--- src/rtl/alu_cmd_sequencer.sv ---
// alu_cmd_sequencer: buffers {op, X, Y} commands in a small FIFO, issues them one
// at a time to a fixed-latency 16-bit ALU and returns each Z in command order over
// a valid/ready result interface.
// Build option: define ALU_SEQ_DIV0_EN to turn op 3 with Y == 0 into an immediate
// error result (Z = all ones, res_err = 1) without touching the ALU inputs.
module alu_cmd_sequencer #(
    parameter int DEPTH   = 4,
    parameter int ALU_LAT = 1
) (
    input  logic                   c,
    input  logic                   r,
    input  logic                   cmd_valid,
    output logic                   cmd_ready,
    input  logic [3:0]             cmd_op,
    input  logic [15:0]            cmd_x,
    input  logic [15:0]            cmd_y,
    output logic [3:0]             alu_s,
    output logic [15:0]            alu_x,
    output logic [15:0]            alu_y,
    input  logic [31:0]            alu_z,
    output logic                   res_valid,
    input  logic                   res_ready,
    output logic [31:0]            res_z,
    output logic [3:0]             res_op,
    output logic                   res_err,
    output logic                   busy,
    output logic [$clog2(DEPTH):0] fifo_count
);
    localparam int PW = $clog2(DEPTH);
    localparam int LW = $clog2(ALU_LAT + 1);
    localparam logic [PW:0] FULL_CNT = (PW + 1)'(DEPTH);

    typedef enum logic [1:0] {
        S_IDLE,
        S_WAIT,
        S_HOLD
    } state_t;

    state_t          state;
    state_t          state_nxt;
    logic [35:0]     mem [DEPTH];
    logic [PW-1:0]   wr_ptr;
    logic [PW-1:0]   rd_ptr;
    logic [LW-1:0]   lat_cnt;
    logic [3:0]      head_op;
    logic [15:0]     head_x;
    logic [15:0]     head_y;
    logic            fifo_empty;
    logic            head_div0;
    logic            push;
    logic            pop;
    logic            issue;
    logic            err_load;
    logic            capture;
    logic            release_res;

    assign fifo_empty = (fifo_count == '0);
    assign cmd_ready  = ~r & (fifo_count < FULL_CNT);
    assign push       = cmd_valid & cmd_ready;
    assign busy       = ~((state == S_IDLE) & fifo_empty);

    assign head_op = mem[rd_ptr][35:32];
    assign head_x  = mem[rd_ptr][31:16];
    assign head_y  = mem[rd_ptr][15:0];

`ifdef ALU_SEQ_DIV0_EN
    assign head_div0 = (head_op == 4'h3) & (head_y == 16'h0);
`else
    assign head_div0 = 1'b0;
`endif

    // a popped divide-by-zero becomes an error result; anything else goes to the ALU
    assign issue    = pop & ~head_div0;
    assign err_load = pop & head_div0;

    // FSM state register
    always_ff @(posedge c) begin
        if (r) begin
            state <= S_IDLE;
        end else begin
            state <= state_nxt;
        end
    end

    // FSM next-state: a popped error command skips WAIT and lands directly in HOLD
    always_comb begin
        state_nxt = state;
        case (state)
            S_IDLE: begin
                if (pop) begin
                    state_nxt = head_div0 ? S_HOLD : S_WAIT;
                end
            end
            S_WAIT: begin
                if (lat_cnt == '0) begin
                    state_nxt = S_HOLD;
                end
            end
            S_HOLD: begin
                if (res_ready) begin
                    if (pop) begin
                        state_nxt = head_div0 ? S_HOLD : S_WAIT;
                    end else begin
                        state_nxt = S_IDLE;
                    end
                end
            end
            default: state_nxt = S_IDLE;
        endcase
    end

    // FSM outputs: when to pop the FIFO, capture Z, or retire the held result
    always_comb begin
        pop         = 1'b0;
        capture     = 1'b0;
        release_res = 1'b0;
        case (state)
            S_IDLE: pop = ~fifo_empty;
            S_WAIT: capture = (lat_cnt == '0);
            S_HOLD: begin
                release_res = res_ready;
                pop         = res_ready & ~fifo_empty;
            end
            default: ;
        endcase
    end

    // command FIFO: pointers wrap naturally since DEPTH is a power of two
    always_ff @(posedge c) begin
        if (r) begin
            wr_ptr     <= '0;
            rd_ptr     <= '0;
            fifo_count <= '0;
        end else begin
            if (push) begin
                mem[wr_ptr] <= {cmd_op, cmd_x, cmd_y};
                wr_ptr      <= wr_ptr + PW'(1);
            end
            if (pop) begin
                rd_ptr <= rd_ptr + PW'(1);
            end
            case ({push, pop})
                2'b10:   fifo_count <= fifo_count + (PW + 1)'(1);
                2'b01:   fifo_count <= fifo_count - (PW + 1)'(1);
                default: fifo_count <= fifo_count;
            endcase
        end
    end

    // ALU drive and result capture; ALU inputs keep their last issued values when idle
    always_ff @(posedge c) begin
        if (r) begin
            alu_s     <= '0;
            alu_x     <= '0;
            alu_y     <= '0;
            lat_cnt   <= '0;
            res_valid <= 1'b0;
            res_z     <= '0;
            res_op    <= '0;
        end else begin
            if (issue) begin
                alu_s   <= head_op;
                alu_x   <= head_x;
                alu_y   <= head_y;
                lat_cnt <= LW'(ALU_LAT);
            end else if ((state == S_WAIT) && (lat_cnt != '0)) begin
                lat_cnt <= lat_cnt - LW'(1);
            end
            if (capture) begin
                res_z     <= alu_z;
                res_op    <= alu_s;
                res_valid <= 1'b1;
            end else if (err_load) begin
                res_z     <= 32'hFFFF_FFFF;
                res_op    <= 4'h3;
                res_valid <= 1'b1;
            end else if (release_res) begin
                res_valid <= 1'b0;
            end
        end
    end

`ifdef ALU_SEQ_DIV0_EN
    // error flag: set by a short-circuited divide-by-zero, cleared by any real capture
    always_ff @(posedge c) begin
        if (r) begin
            res_err <= 1'b0;
        end else if (capture) begin
            res_err <= 1'b0;
        end else if (err_load) begin
            res_err <= 1'b1;
        end
    end
`else
    assign res_err = 1'b0;
`endif

endmodule

--- config.mk ---
export PLATFORM = sky130hd
export DESIGN_NAME = alu_cmd_sequencer
export DESIGN_NICKNAME = d
export VERILOG_FILES = /design/src/rtl/alu_cmd_sequencer.sv
export SDC_FILE = /design/constraint.sdc
export NUM_CORES = 1
export LEC_CHECK = 0
export CAP_MARGIN = 20
export CORE_ASPECT_RATIO = 2
export CORE_MARGIN = 4
export CORE_UTILIZATION = 25
export DETAILED_ROUTE_END_ITERATION = 8
export PLACE_DENSITY_LB_ADDON = 0.1
export SYNTH_ARGS = -nofsm -noshare
export SYNTH_HDL_FRONTEND = slang
export SYNTH_SLANG_ARGS = --single-unit
--- constraint.sdc ---
create_clock -name c -period 3.65 [get_ports c]
set_clock_uncertainty 0.2 [all_clocks]
set_input_delay 1.095 -clock c [delete_from_list [all_inputs] [get_ports c]]
set_output_delay 1.095 -clock c [all_outputs]
set_load 0.02 [all_outputs]
==> impl_metrics.env, run 1 <==
export IMPL_synthTopCellsByArea="edfxtp_1 50%, dfxtp_1 19%, mux4_2 9.4%"
export IMPL_power_leakage_nw=3.60
export IMPL_via_count=5355
export IMPL_critPathKind="reg -> out"
export IMPL_ys_types=37
export IMPL_hold_buffers=0
export IMPL_ant_nets=0
export IMPL_grt_pass1_wl_um=35000
export IMPL_syn_num_nets=664
export IMPL_cts_resized=1
export IMPL_slew_headroom=0.398
export IMPL_io_buffers=149
export IMPL_die_area_um2=37500
export IMPL_yosysMostFrequentCell="edfxtp_1"
export IMPL_clkLatencyLatePin_ns=0.51
export IMPL_synthCells=586
export IMPL_routedWlPerCell_um=19.1
export IMPL_postCtsSetupBuffers=0
export IMPL_finalHoldViolCount=0
export IMPL_fill_cells=3364
export IMPL_grt_usage=0.119
export IMPL_fin_cells=1175
export IMPL_grt_pass1_vias=5852
export IMPL_ys_seq_elements=227
export IMPL_crit_required_ns=2.35
export IMPL_antenna_found_initial=0
export IMPL_wirelength_um=22500
export IMPL_dp_hpwl_um=13700
export IMPL_cts_inserted_buffers=22
export IMPL_ys_warn_count=0
export IMPL_clkSinkCount=227
export IMPL_nNetsFinal=801
export IMPL_ys_seq_area_frac=0.697
export IMPL_synth_edf_count=144
export IMPL_fmax_mhz=295
export IMPL_max_clock_path_buffers=3
export IMPL_gr_total_overflow=0
export IMPL_start_util=0.254
export IMPL_finalMaxSlewViolations=0
export IMPL_cts_tree="built"
export IMPL_dpl_cell_area_um2=10600
export IMPL_n_antenna_cell=0
export IMPL_finalCriticalPeriod_ns=3.39
export IMPL_core_um2=33800
export IMPL_synth_top_area_frac=0.504
export IMPL_root_buffer="clkbuf_16"
export IMPL_numPlacedInstances=1135
export IMPL_synth_commonest_cells="144 x edfxtp_1, 83 x dfxtp_1, 77 x a21oi_1"
export IMPL_rows=95
export IMPL_firstDrtPassIters=4
export IMPL_power_density_nw_per_um2=740
export IMPL_cp_max_fo=8
export IMPL_die_y_um=270
export IMPL_grt_max_degree=65
export IMPL_fin_crit_sh=0.928
export IMPL_synth_top_cell_by_area="edfxtp_1"
export IMPL_syn_avg_cell_area_um2=14.6
export IMPL_power_total_mw=8.32
export IMPL_syn_area_um2=8580
export IMPL_ir_drop_mv=0.509
export IMPL_gp_congestion=0.702
export IMPL_tns_ns=0
export IMPL_setup_viol=0
export IMPL_die_w_um=139
export IMPL_status="finished clean"
export IMPL_worstMarginPinSlew_ns=0.903
export IMPL_rsz0062_at_grt="false"
export IMPL_htree_num_levels=1
export IMPL_fin_hold_ws_ns=0.252
export IMPL_async_flop_share=0
export IMPL_cp_start_kind="flip-flop"
export IMPL_hold_class="reg -> reg"
export IMPL_drv_cap=0
export IMPL_drc=0
export IMPL_io_pins=151
export IMPL_cp_arrival_ns=2.09
export IMPL_area_delta_synth_final_pct=31.1
export IMPL_drtIter0Drc=308
export IMPL_endpoint_kind="output port"
export IMPL_synthFlopType="edfxtp_1"
export IMPL_clk_pin_slew_ns=0.06
export IMPL_drive_gt1_frac=0.129
export IMPL_post_route_cell_area_um2=11300
export IMPL_viasPerCell=4.56
[area by class of cell]
cell class	instances	area, µm²	share of cell area
multi-input cells	304	2340	0.208
repair buffers	163	1680	0.149
clock inverters	7	57.6	0.00512
flip-flops and latches	227	5990	0.533
inverters	5	18.8	0.00167
well taps	436	546	0.0485
clock buffers	33	623	0.0554
[state kept, by name, indices dropped and copies added (netlist names), 3 cells and up]
name / count
alu_y: 16
alu_s: 4
fifo_count: 3
alu_x: 16
res_op: 4
mem: 144
res_z: 32
[critical path: stages, from the launching register on]
cell and delay [ns]:
dfxtp_1 0.39, or3_2 0.54, or3_1 0.32, dlygate4sd2_1 0.34
[metal layers]
layer | share of wire | GRT usage | vias up
li1 | - | - | 2509
met2 | 0.55 | 0.226 | 156
met3 | 0.052 | 0.0237 | 23
met4 | 0.022 | 0.0384 | 0
met5 | 0 | 0 | -
met1 | 0.37 | 0.131 | 2667
[power breakdown]
part           switching (mW)  internal (mW)  total, mW  leakage, nW
Clock                   0.914           1.25       2.16        0.330
Combinational            1.60           1.15       2.75         1.28
Sequential              0.302           3.11       3.41         1.99
[through the flow]
stage	setup slack (ns)	utilization
after floorplan	0.687	-
after global placement	0.304	0.312
after detailed placement	0.292	0.313
after CTS	0.216	0.333
after global routing	0.176	0.333
final	0.262	0.333
[final timing paths]
path	slack, ns	startpoint	to	depth (start not counted)
setup reg to reg	0.66	fifo_count[2]$_SDFFE_PP0P_	fifo_count[2]$_SDFFE_PP0P_	9
setup / recovery	0.26	fifo_count[2]$_SDFFE_PP0P_	busy	3
hold reg to reg	0.25	res_z[12]$_SDFFE_PP0P_	res_z[12]$_SDFFE_PP0P_	2
hold / removal	0.25	res_z[12]$_SDFFE_PP0P_	res_z[12]$_SDFFE_PP0P_	2
[cell usage in the layout (no fill, tap or decap), drive strengths merged, types with 4 or more instances in the layout]
cell type      count
mux4              36
clkinv             5
buf               15
nand4             37
and2               4
ha                 5
clkdlybuf4s50    147
a21oi             77
nand2             74
edfxtp           144
inv                5
o31ai             38
clkbuf            33
dfxtp             83
nor2               7
[kinds of logic (layout without fill, tap and decap cells)]
group,count (synthesis),in the layout,share of synthesized area
flip-flops,227,227,0.697
AND/OR/NAND/NOR,137,137,0.0793
AO/OA/AOI/OAI,119,119,0.0814
buffers and inverters,55,208,0.0318
multiplexers,38,38,0.0970
adder cells (fa/ha/maj),6,6,0.00962
XOR/XNOR,3,3,0.00306
other,1,1,0.000437
Power figures use the tool's default switching activity.
==> run 2: changes to the inputs <==
--- a/config.mk
+++ b/config.mk
@@ -7,10 +7,11 @@
 export LEC_CHECK = 0
 export CAP_MARGIN = 20
 export CORE_ASPECT_RATIO = 2
-export CORE_MARGIN = 4
+export CORE_MARGIN = 2
 export CORE_UTILIZATION = 25
 export DETAILED_ROUTE_END_ITERATION = 8
 export PLACE_DENSITY_LB_ADDON = 0.1
+export SKIP_LAST_GASP = 1
 export SYNTH_ARGS = -nofsm -noshare
 export SYNTH_HDL_FRONTEND = slang
 export SYNTH_SLANG_ARGS = --single-unit
==> run 2 against run 1 <==
Against the previous run: total power is 0.94% higher; clock power is 3% higher; die area is 4.3% lower; final cell count is 1.0% higher; register-to-register slack hardly changed; sequential power hardly changed; largest cell class unchanged; highest routed layer unchanged.
==> impl_metrics.env, run 2 (same netlist as run 1, synthesis figures left out) <==
export IMPL_status="finished clean"
export IMPL_top_usage_layer="met2"
export IMPL_finalHoldViolCount=0
export IMPL_cp_start_kind="flip-flop"
export IMPL_tns_ns=0
export IMPL_postCtsSetupBuffers=0
export IMPL_worstMarginPinSlew_ns=0.977
export IMPL_clk_pin_slew_ns=0.06
export IMPL_antenna_found_initial=1
export IMPL_core_um2=34100
export IMPL_switching_share=0.339
export IMPL_clkSinkCount=227
export IMPL_start_util=0.252
export IMPL_switchingPower_mw=2.85
export IMPL_crit_required_ns=2.35
export IMPL_power_leakage_nw=3.63
export IMPL_post_route_util=0.330
export IMPL_via_count=5410
export IMPL_power_total_mw=8.40
export IMPL_layout_common_cells="147 x clkdlybuf4s50_1, 144 x edfxtp_1, 80 x dfxtp_1"
export IMPL_die_w_um=135
export IMPL_dpl_cell_area_um2=10600
export IMPL_cp_max_fo=8
export IMPL_rsz0062_at_grt="false"
export IMPL_root_buffer="clkbuf_16"
export IMPL_post_route_cell_area_um2=11300
export IMPL_largest_reg_flops=144
export IMPL_io_buffers=149
export IMPL_clkLatencyLatePin_ns=0.52
export IMPL_viasPerCell=4.56
export IMPL_power_frac_seq=0.409
export IMPL_slew_headroom=0.349
export IMPL_routedWlPerCell_um=19.3
export IMPL_ant_nets=0
export IMPL_area_delta_synth_final_pct=31.3
export IMPL_drive_gt1_frac=0.138
export IMPL_drtIter0Drc=177
export IMPL_cp_arrival_ns=2.10
export IMPL_p_comb_frac=0.326
export IMPL_endpoint_kind="output port"
export IMPL_ir_drop_mv=0.323
export IMPL_wirelength_um=22900
export IMPL_htree_num_levels=1
export IMPL_grt_max_degree=85
export IMPL_gp_congestion=0.696
export IMPL_grt_usage=0.128
export IMPL_firstDrtPassIters=4
export IMPL_finalMaxSlewViolations=0
export IMPL_cp_slowest_stage_delay_ns=0.53
export IMPL_hold_class="reg -> reg"
export IMPL_critPathKind="reg -> out"
export IMPL_mostFrequentLayoutCell="clkdlybuf4s50_1"
export IMPL_drc=0
export IMPL_cts_tree="built"
export IMPL_dp_hpwl_um=14200
export IMPL_grt_pass1_vias=5989
export IMPL_finalCriticalPeriod_ns=3.39
export IMPL_critPathSlowestCell="or3_2"
export IMPL_largest_register="mem"
export IMPL_use_met1=0.137
export IMPL_fin_crit_sh=0.930
export IMPL_grt_util_met3=0.0215
export IMPL_drv_cap=0
export IMPL_die_y_um=266
export IMPL_rows=96
export IMPL_nNetsFinal=808
export IMPL_grt_pass1_wl_um=35100
export IMPL_use_met2=0.249
export IMPL_p_int_mw=5.55
export IMPL_io_pins=151
export IMPL_gr_total_overflow=0
export IMPL_largestRegisters="mem x144, res_z x32"
export IMPL_die_area_um2=35900
export IMPL_clkPwrFrac=0.265
export IMPL_fmax_mhz=295
export IMPL_setup_viol=0
export IMPL_path_cells="or3_2, or3_1, dlygate4sd2_1"
export IMPL_cts_inserted_buffers=22
export IMPL_max_clock_path_buffers=3
export IMPL_power_density_nw_per_um2=745
## run 2: cell types whose count changed in the layout (fill, tap and decap cells not counted), moves of 2 or more
cell      previous run  this run
clkbuf_1             9         7
buf_12               5         0
buf_4                9        21
clkbuf_8             1         3
## run 2: repair_timing
action | CTS | global route
setup endpoints to repair | 1 | 0
hold buffers | 0 | 0
resized for setup | 1 | 0
## run 2: stage by stage
stage          hold slack, ns  std cells  setup WS [ns]
2_1_floorplan           0.308        586          0.687
3_3_place_gp            0.244       1146          0.297
3_5_place_dp            0.248       1147          0.278
4_1_cts                 0.257       1186          0.209
5_1_grt                 0.274       1187          0.148
6_report                0.254       1187          0.256
## run 2: worst paths after layout
path,startpoint,to,slack [ns],cells after the start
worst max register to register,fifo_count[2]$_SDFFE_PP0P_,fifo_count[2]$_SDFFE_PP0P_,0.67,9
worst min-delay path,res_z[17]$_SDFFE_PP0P_,res_z[17]$_SDFFE_PP0P_,0.25,2
worst max-delay path,fifo_count[2]$_SDFFE_PP0P_,busy,0.26,3
worst min register to register,res_z[17]$_SDFFE_PP0P_,res_z[17]$_SDFFE_PP0P_,0.25,2
## run 2: power groups by stage
stage               Clock, mW  Sequential [mW]  Combinational [mW]
global placement            0             3.50                2.73
floorplan                   0             3.63                1.44
finish                   2.23             3.44                2.74
CTS                      2.33             3.46                2.78
global route             2.42             3.50                2.96
detailed placement          0             3.51                2.79
## run 2: routing by layer
layer / up-vias / part of all wire
met5: - / 0
met4: 0 / 0.024
met3: 32 / 0.048
met2: 130 / 0.55
met1: 2717 / 0.38
li1: 2531 / -
## run 2: worst max-delay path, delay by kind of cell (launching register included)
family / cells / cell delay [ns]
AND/OR/NAND/NOR: 2 / 0.85
flip-flops: 1 / 0.41
buffers and inverters: 1 / 0.34
## run 2: cell type report
| type | instances | area [µm²] |
|---|---|---|
| Inverter | 5 | 18.8 |
| Fill cell | 3437 | 22800 |
| Sequential cell | 227 | 5990 |
| Antenna cell | 1 | 2.50 |
| Clock inverter | 6 | 55.1 |
| Tap cell | 441 | 552 |
| Timing Repair Buffer | 170 | 1670 |
| Multi-Input combinational cell | 304 | 2340 |
| Clock buffer | 33 | 643 |
==> run 3: changes to the inputs <==
==> constraint.sdc (replaced) <==
create_clock -name c -period 2.92 [get_ports c]
set_clock_uncertainty 0.2 [all_clocks]
set_input_delay 0.876 -clock c [delete_from_list [all_inputs] [get_ports c]]
set_output_delay 0.876 -clock c [all_outputs]
set_load 0.02 [all_outputs]
==> run 3 against run 2 <==
Against the previous run: first-iteration DRC count up 24%; non-clock buffer count up 6; hold slack worse by 0.0016 ns; die area unchanged; total power up 28%; critical path depth unchanged; combinational power up 32%; setup slack worse by 0.15 ns; routed wire length up 0.53%; utilization up 0.64 points; clock power up 32%; highest routed layer unchanged.
==> impl_metrics.env, run 3 (same netlist as run 1, synthesis figures left out) <==
export IMPL_antenna_found_initial=1
export IMPL_via_count=5486
export IMPL_endpoint="busy"
export IMPL_endpoint_kind="output port"
export IMPL_dp_hpwl_um=14200
export IMPL_ir_drop_mv=0.530
export IMPL_r2r_slack_ns=0.59
export IMPL_rsz0062_at_grt="false"
export IMPL_status="finished clean"
export IMPL_cp_max_fo=3
export IMPL_htree_num_levels=1
export IMPL_cp_arrival_ns=1.73
export IMPL_fin_crit_sh=0.962
export IMPL_largest_register="mem"
export IMPL_drive_gt1_frac=0.152
export IMPL_r2r_end="fifo_count[2]$_SDFFE_PP0P_"
export IMPL_clkSinkCount=227
export IMPL_io_buffers=149
export IMPL_die_w_um=135
export IMPL_routedWlPerCell_um=19.3
export IMPL_post_route_cell_area_um2=11500
export IMPL_reg2reg_from="fifo_count[2]$_SDFFE_PP0P_"
export IMPL_grt_usage=0.128
export IMPL_drv_cap=0
export IMPL_power_density_nw_per_um2=939
export IMPL_hold_buffers=0
export IMPL_wirelength_um=23000
export IMPL_clkLatencyLatePin_ns=0.52
export IMPL_finalMaxSlewViolations=0
export IMPL_rows=96
export IMPL_finalHoldViolCount=0
export IMPL_gp_congestion=0.699
export IMPL_drc=0
export IMPL_mostFrequentLayoutCell="clkdlybuf4s50_1"
export IMPL_grt_pass1_vias=5948
export IMPL_hold_class="reg -> reg"
export IMPL_io_pins=151
export IMPL_dpl_cell_area_um2=10700
export IMPL_cp_start_kind="flip-flop"
export IMPL_startpoint="fifo_count[2]$_SDFFE_PP0P_"
export IMPL_area_delta_synth_final_pct=33.9
export IMPL_firstDrtPassIters=4
export IMPL_fmax_mhz=356
export IMPL_ant_nets=0
export IMPL_start_util=0.252
export IMPL_slew_headroom=0.357
export IMPL_grt_max_degree=85
export IMPL_worstMarginPinSlew_ns=0.965
export IMPL_layout_common_cells="147 x clkdlybuf4s50_1, 144 x edfxtp_1, 80 x dfxtp_1"
export IMPL_root_buffer="clkbuf_16"
export IMPL_cts_inserted_buffers=22
export IMPL_clk_pin_slew_ns=0.07
export IMPL_power_leakage_nw=3.71
export IMPL_die_area_um2=35900
export IMPL_finalCriticalPeriod_ns=2.81
export IMPL_critPathKind="reg -> out"
export IMPL_crit_required_ns=1.84
export IMPL_postCtsSetupBuffers=0
export IMPL_cts_tree="built"
export IMPL_largest_reg_flops=144
export IMPL_reg2regPathDepth=8
export IMPL_tns_ns=0
export IMPL_nNetsFinal=814
export IMPL_max_clock_path_buffers=3
export IMPL_gr_total_overflow=0
export IMPL_viasPerCell=4.59
export IMPL_setup_viol=0
export IMPL_largestRegisters="mem x144, res_z x32"
export IMPL_drtIter0Drc=220
export IMPL_core_um2=34100
export IMPL_die_y_um=266
export IMPL_grt_pass1_wl_um=34800
## run 3: timing repair
action	4_1_cts	5_1_grt
hold endpoints to repair	0	0
setup endpoints to repair	1	0
resized for setup	5	0
## run 3: how the worst min path moves through the flow
stage                            from                      to  slack, ns  depth (start not counted)
3_3_place_gp    res_z[3]$_SDFFE_PP0P_   res_z[3]$_SDFFE_PP0P_       0.24                          2
2_1_floorplan  wr_ptr[1]$_SDFFE_PP0P_  wr_ptr[1]$_SDFFE_PP0P_       0.31                          2
6_report       res_z[25]$_SDFFE_PP0P_  res_z[25]$_SDFFE_PP0P_       0.25                          2
3_5_place_dp   res_op[2]$_SDFFE_PP0P_  res_op[2]$_SDFFE_PP0P_       0.25                          2
4_1_cts        res_op[2]$_SDFFE_PP0P_  res_op[2]$_SDFFE_PP0P_       0.26                          2
5_1_grt        res_z[19]$_SDFFE_PP0P_  res_z[19]$_SDFFE_PP0P_       0.27                          2
## run 3: final cells by class
type                    count  area, µm²
flip-flops and latches    227       5990
diodes                      1       2.50
inverters                   5       18.8
fillers                  3358      22600
clock inverters            11        139
well taps                 441        552
multi-input cells         304       2340
repair buffers            176       1830
clock buffers              29        608
## run 3: metal layers
layer	GRT usage	part of all wire	wire length [µm]	up-vias
met2	0.251	0.56	12800	141
met4	0.0479	0.030	687	0
li1	-	-	-	2536
met5	0	0	0	-
met1	0.135	0.37	8490	2775
met3	0.0186	0.046	1060	34
## run 3: stage by stage
stage          total power [mW]  utilization  hold WS (ns)  std cells  worst slack [ns]
6_report                   10.8        0.337         0.252       1194             0.111
5_1_grt                    11.4        0.337         0.273       1194            0.0421
3_5_place_dp               7.99        0.315         0.247       1153            -0.186
4_1_cts                    11.0        0.337         0.255       1193            0.0733
3_3_place_gp               7.88        0.314         0.244       1152            -0.162
2_1_floorplan              6.33            -         0.308        586             0.176
## run 3: report_power, final
part           switching [mW]  leakage [nW]  total, mW  internal, mW
registers               0.351          1.99       4.23          3.88
logic                    2.09          1.36       3.61          1.52
clock network            1.20         0.361       2.94          1.74
## run 3: worst max-delay path: stages (launching register included)
cell,delay [ns]
dfxtp_1,0.31
or3_4,0.40
or3_1,0.32
buf_2,0.17
